<file path="src/rtl/adis_pkg.sv">
// Shared constants, FSM state encoding and address helpers for the ADIS16209
// register-interface responder.
package adis_pkg;

   localparam int FRAME_BITS = 16;
   localparam int W_BIT      = 15;
   localparam int IDX_W      = 6;

   localparam logic [IDX_W-1:0] REG_TEMP  = 6'd6;
   localparam logic [IDX_W-1:0] REG_XINCL = 6'd7;
   localparam logic [IDX_W-1:0] REG_ROT   = 6'd37;

   typedef enum logic [1:0] {
      ST_WAIT_HIGH = 2'd0,
      ST_IDLE      = 2'd1,
      ST_SHIFT     = 2'd2,
      ST_DONE      = 2'd3
   } adis_state_e;

   // Registers are 16-bit words addressed by byte; bit 0 selects the byte.
   function automatic logic [IDX_W-1:0] word_index(input logic [6:0] byte_addr);
      return byte_addr[6:1];
   endfunction

endpackage

</file>
<file path="src/rtl/spi_edge_sync.sv">
// Multi-stage synchroniser for an asynchronous pin with one-cycle rise/fall
// pulses taken from a single history flop behind the last stage.
module spi_edge_sync #(
   parameter int   STAGES  = 2,
   parameter logic RST_VAL = 1'b0
) (
   input  logic clk,
   input  logic rst,
   input  logic din,
   output logic rise,
   output logic fall
);

   logic [STAGES-1:0] sync_q;
   logic              prev_q;

   always_ff @(posedge clk) begin
      if (rst) begin
         sync_q <= {STAGES{RST_VAL}};
         prev_q <= RST_VAL;
      end else begin
         sync_q <= {sync_q[STAGES-2:0], din};
         prev_q <= sync_q[STAGES-1];
      end
   end

   assign rise = sync_q[STAGES-1] & ~prev_q;
   assign fall = ~sync_q[STAGES-1] & prev_q;

endmodule

</file>
<file path="src/rtl/spi_adis_responder.sv">
// SPI mode-3 slave emulating the ADIS16209 register file: reads answer one
// frame late, writes update single bytes, and a local port loads whole words.
module spi_adis_responder
   import adis_pkg::*;
#(
   parameter int NUM_WORDS   = 64,
   parameter int SYNC_STAGES = 2
) (
   input  logic        clk,
   input  logic        rst,
   input  logic        sclk,
   input  logic        cs_n,
   input  logic        mosi,
   output logic        miso,
   input  logic        upd_valid,
   input  logic [5:0]  upd_addr,
   input  logic [15:0] upd_data,
   output logic        frame_done,
   output logic        frame_abort,
   output logic [15:0] cmd_rx,
   output logic        wr_strobe,
   output adis_state_e dbg_state
);

   logic                   sclk_rise, sclk_fall, cs_rise, cs_fall;
   logic [SYNC_STAGES-1:0] mosi_q;
   logic                   mosi_s;
   adis_state_e            state;
   logic [4:0]             bitcnt;
   logic [15:0]            rx_sr, tx_sr, tx_word;
   logic [15:0]            regs [64];
   logic                   decode, dec_wr, dec_in_range, upd_in_range;
   logic [IDX_W-1:0]       dec_idx;

   // sclk idles high so it resets high; cs_n resets low so a reset taken
   // mid-frame cannot be mistaken for the start of a fresh frame.
   spi_edge_sync #(.STAGES(SYNC_STAGES), .RST_VAL(1'b1)) u_sclk_sync (
      .clk(clk), .rst(rst), .din(sclk), .rise(sclk_rise), .fall(sclk_fall));

   spi_edge_sync #(.STAGES(SYNC_STAGES), .RST_VAL(1'b0)) u_cs_sync (
      .clk(clk), .rst(rst), .din(cs_n), .rise(cs_rise), .fall(cs_fall));

   always_ff @(posedge clk) begin
      if (rst) mosi_q <= '0;
      else     mosi_q <= {mosi_q[SYNC_STAGES-2:0], mosi};
   end
   assign mosi_s = mosi_q[SYNC_STAGES-1];

   assign decode       = (state == ST_SHIFT) && (bitcnt == 5'(FRAME_BITS));
   assign dec_wr       = decode && rx_sr[W_BIT];
   assign dec_idx      = word_index(rx_sr[14:8]);
   assign dec_in_range = int'(dec_idx) < NUM_WORDS;
   assign upd_in_range = int'(upd_addr) < NUM_WORDS;
   assign dbg_state    = state;

   // The SPI byte is assigned after the local word so it wins on a collision.
   always_ff @(posedge clk) begin
      if (rst) begin
         for (int i = 0; i < 64; i++) regs[i] <= '0;
      end else begin
         if (upd_valid && upd_in_range) regs[upd_addr] <= upd_data;
         if (dec_wr && dec_in_range) begin
            if (rx_sr[8]) regs[dec_idx][15:8] <= rx_sr[7:0];
            else          regs[dec_idx][7:0]  <= rx_sr[7:0];
         end
      end
   end

   always_ff @(posedge clk) begin
      if (rst) begin
         state       <= ST_WAIT_HIGH;
         miso        <= 1'b0;
         frame_done  <= 1'b0;
         frame_abort <= 1'b0;
         wr_strobe   <= 1'b0;
         cmd_rx      <= '0;
         tx_word     <= '0;
         rx_sr       <= '0;
         tx_sr       <= '0;
         bitcnt      <= '0;
      end else begin
         frame_done  <= 1'b0;
         frame_abort <= 1'b0;
         wr_strobe   <= 1'b0;
         case (state)
            ST_WAIT_HIGH: begin
               miso <= 1'b0;
               if (cs_rise) state <= ST_IDLE;
            end
            ST_IDLE: begin
               miso <= 1'b0;
               if (cs_fall) begin
                  tx_sr  <= tx_word;
                  miso   <= tx_word[15];
                  bitcnt <= '0;
                  state  <= ST_SHIFT;
               end
            end
            ST_SHIFT: begin
               if (decode) begin
                  frame_done <= 1'b1;
                  cmd_rx     <= rx_sr;
                  wr_strobe  <= rx_sr[W_BIT];
                  if (!rx_sr[W_BIT]) tx_word <= dec_in_range ? regs[dec_idx] : 16'h0000;
                  miso       <= 1'b0;
                  state      <= ST_DONE;
               end else if (cs_rise) begin
                  frame_abort <= 1'b1;
                  miso        <= 1'b0;
                  state       <= ST_IDLE;
               end else begin
                  if (sclk_rise) begin
                     rx_sr  <= {rx_sr[14:0], mosi_s};
                     bitcnt <= bitcnt + 5'd1;
                  end
                  // The first fall re-drives bit 15, later falls advance one bit.
                  if (sclk_fall) begin
                     miso  <= tx_sr[15];
                     tx_sr <= {tx_sr[14:0], 1'b0};
                  end
               end
            end
            ST_DONE: begin
               miso <= 1'b0;
               if (cs_rise) state <= ST_IDLE;
            end
            default: state <= ST_WAIT_HIGH;
         endcase
      end
   end

endmodule

</file>
<file path="config.mk">
export PLATFORM = sky130hd
export DESIGN_NAME = spi_adis_responder
export DESIGN_NICKNAME = d
export VERILOG_FILES = /design/src/rtl/adis_pkg.sv /design/src/rtl/spi_edge_sync.sv /design/src/rtl/spi_adis_responder.sv
export SDC_FILE = /design/constraint.sdc
export NUM_CORES = 2
export LEC_CHECK = 0
export ABC_CLOCK_PERIOD_IN_PS = 5400
export CAP_MARGIN = 40
export CORE_MARGIN = 1
export CORE_UTILIZATION = 41
export DETAILED_ROUTE_END_ITERATION = 8
export PLACE_DENSITY = 0.6
export SYNTH_ARGS = -nofsm -noshare
export SYNTH_HDL_FRONTEND = slang
export SYNTH_SLANG_ARGS = --single-unit
</file>
<file path="constraint.sdc">
create_clock -name clk -period 5.4 [get_ports clk]
set_input_delay 1.08 -clock clk [delete_from_list [all_inputs] [get_ports clk]]
set_output_delay 1.08 -clock clk [all_outputs]
set_load 0.01 [all_outputs]
</file>
==> results.sh <==
export IMPL_status="finished, final reports clean"
export IMPL_fin_total_pwr_mw=19.2
export IMPL_first_iter_violations=8476
export IMPL_synth_top_family_by_area="simple AND/OR/NAND/NOR gates"
export IMPL_yosysSeqAreaShare_pct=54.9
export IMPL_finish_utilization_pct=46.2
export IMPL_crit_path_end_kind="flop"
export IMPL_yosys_area_top_type_share_pct=52.0
export IMPL_period_share_pct=72.9
export IMPL_dpl_hpwl_um=147000
export IMPL_synth_xor_area_share_pct=0.0445
export IMPL_synth_edff_count=1024
export IMPL_drc=0
export IMPL_synth_seq_cells=1107
export IMPL_setup_viol=0
export IMPL_cts_buffers=119
export IMPL_syn_to_final_growth_pct=11.3
export IMPL_arrival_ns=4.37
export IMPL_final_common_cell="nand2_1"
export IMPL_tightestPinTransition_ns=1.28
export IMPL_rsz0062_at_grt="no"
export IMPL_final_nets=6162
export IMPL_min_path_type="reg -> reg"
export IMPL_synth_net_count=6354
export IMPL_stdcell_count=8118
export IMPL_ctsHoldBuffers=0
export IMPL_relSlewSlack_pct=15.0
export IMPL_drive_gt1_share_pct=11.7
export IMPL_final_max_slew_viol_count=0
export IMPL_grt_max_degree=147
export IMPL_final_cell_mix="nand2_1 (2175), edfxtp_1 (1024), o21ai_0 (915), buf_4 (242), nor2_1 (227)"
export IMPL_hold_violations=0
export IMPL_antenna_found_initial=7
export IMPL_yosys_mux_area_fraction_pct=7.06
export IMPL_synth_area_um2=59100
export IMPL_htreeDepth=3
export IMPL_yosysUniqueCellTypes=67
export IMPL_grt_pass1_vias=45400
export IMPL_start_util_pct=41.5
export IMPL_fin_skew_ns=0.0498
export IMPL_viasPerCell=6.20
export IMPL_critPathRequiredTime_ns=5.83
export IMPL_synth_top_area_cell="edfxtp_1"
export IMPL_ys_warn_count=0
export IMPL_core_area_um2=142000
export IMPL_pin_count=50
export IMPL_synthCells=6321
export IMPL_synthSimpleGateAreaFrac_pct=18.9
export IMPL_clockRootBuffer="clkbuf_16"
export IMPL_fmax_mhz=254
export IMPL_cts_buffer_depth=3
export IMPL_grt_use_total_pct=31.7
export IMPL_leakage_nw=20.0
export IMPL_num_rows=138
export IMPL_clk_pin_slew_worst_paths_ns=0.06
export IMPL_grt_ovfl_total=0
export IMPL_post_cts_buffers=0
export IMPL_drv_cap=0
export IMPL_dieArea_um2=146000
export IMPL_vias=50300
export IMPL_routedWlPerCell_um=29.2
export IMPL_die_w_um=382
export IMPL_drt_pass1_iter_count=6
export IMPL_drtAntennaViolNets=0
export IMPL_die_h_um=382
export IMPL_synth_adder_area_share_pct=0.106
export IMPL_clkLatencyLatePin_ns=0.77
export IMPL_clkSinkCount=1107
export IMPL_ys_flop_type="edfxtp_1"
export IMPL_vdd_drop_max_mv=0.264
export IMPL_synth_compound_area_share_pct=14.7
export IMPL_finalSetupTns_ns=0
export IMPL_whs_ns=0.410
export IMPL_gp_congestion=0.965
export IMPL_cts_tree="built"
export IMPL_cp_start_kind="primary input"
export IMPL_seqCellArea_um2=32500
export IMPL_cp_max_fo=10
export IMPL_fillerInstances=13200
export IMPL_power_density_nw_per_um2=293
export IMPL_io_buffer_count=49
export IMPL_grt_pass1_wl_um=335000
export IMPL_drt_wl_total_um=237000
export IMPL_synth_avg_cell_area_um2=9.35
export IMPL_cts_resized_gates=0
export IMPL_min_period_ns=3.93
export IMPL_async_reset_ff_share_pct=0
export IMPL_synth_area_leaders="edfxtp_1 (52%), nand2_1 (14%), o21ai_0 (7.8%), mux2i_1 (3.3%), dfxtp_1 (2.8%)"
export IMPL_worst_setup_path_type="in -> reg"
export IMPL_dp_cells=7896
export IMPL_multi_input_area_um2=24200
==> final timing paths <==
check	slack (ns)	endpoint	cells past startpoint	from
worst max register to register	1.51	regs[47][10]	5	rx_sr[10]
worst min-delay path	0.41	u_sclk_sync.sync_q[1]	1	u_sclk_sync.sync_q[0]
worst max-delay path	1.47	regs[38][11]	6	upd_addr[0]
worst min register to register	0.41	u_sclk_sync.sync_q[1]	1	u_sclk_sync.sync_q[0]
==> metrics by stage <==
stage / setup WS (ns) / cell area [um2]
CTS: 1.61 / 65800
finish: 1.47 / 65800
global placement: 0.858 / 61500
detailed placement: 0.835 / 61800
global route: 1.44 / 65800
floorplan: 2.39 / 59100
==> layer usage <==
metal	global-route usage, %	wire, um	vias up
met2	45.9	99500	3942
met3	8.64	34900	696
met1	43.8	88900	23800
li1	-	-	21900
met4	15.4	13400	6
met5	0	38	-
==> cells in the mapped netlist, types with 9 or more instances <==
master	number
buf_1	48
inv_1	9
a22o_1	15
o221ai_1	9
mux2i_1	193
a21oi_1	88
buf_2	151
a211oi_1	23
o21ai_1	174
a221oi_1	86
o21ai_0	915
dfxtp_1	83
nand3_1	22
mux4_2	73
a22oi_1	55
a31oi_1	11
a311oi_1	11
o22ai_1	57
clkbuf_1	423
nor2_2	82
mux2_2	53
nand2_1	2176
nand2_4	13
or2_2	9
a221o_1	19
edfxtp_1	1024
nor2_1	231
or3_1	131
nor2b_1	16
==> state kept, by name, indices dropped and copies added (netlist names), 2 cells and up <==
signal	cells
bitcnt	5
cmd_rx	16
dbg_state	2
mosi_q	2
regs	1024
rx_sr	16
tx_sr	16
tx_word	16
u_cs_sync.sync_q	2
u_sclk_sync.sync_q	2
==> cell type report <==
class                      count  share of cell area [%]
clock buffer                 152                    5.12
sequential                  1107                    49.3
inverter                      10                  0.0571
antenna                        1                 0.00380
multi-input combinational   4582                    36.8
timing repair buffer         309                    4.19
clock inverter                67                   0.909
tap                         1890                    3.60
==> cells by family after synthesis <==
family                     count (synthesis)
and+or+nand+nor                         2735
xor gates and xnor gates                   3
buffers and inverters                    632
muxes                                    319
adders and majority gates                  5
AOI/OAI and AO/OA                       1520
DFF                                     1107
==> power by group <==
| part | switching [mW] | internal, mW | total [mW] |
|---|---|---|---|
| Clock | 3.65 | 4.82 | 8.47 |
| Combinational | 0.641 | 0.205 | 0.846 |
| Sequential | 0.176 | 9.75 | 9.93 |
==> worst max-delay path, cell delays in order <==
cell and delay [ns]:
clkdlybuf4s50_1 0.54, nor2_1 0.27, nand4_1 0.82, nor2_1 1.00, buf_4 0.30, or3_1 0.34
No activity file was read; power rests on OpenSTA's default activity.
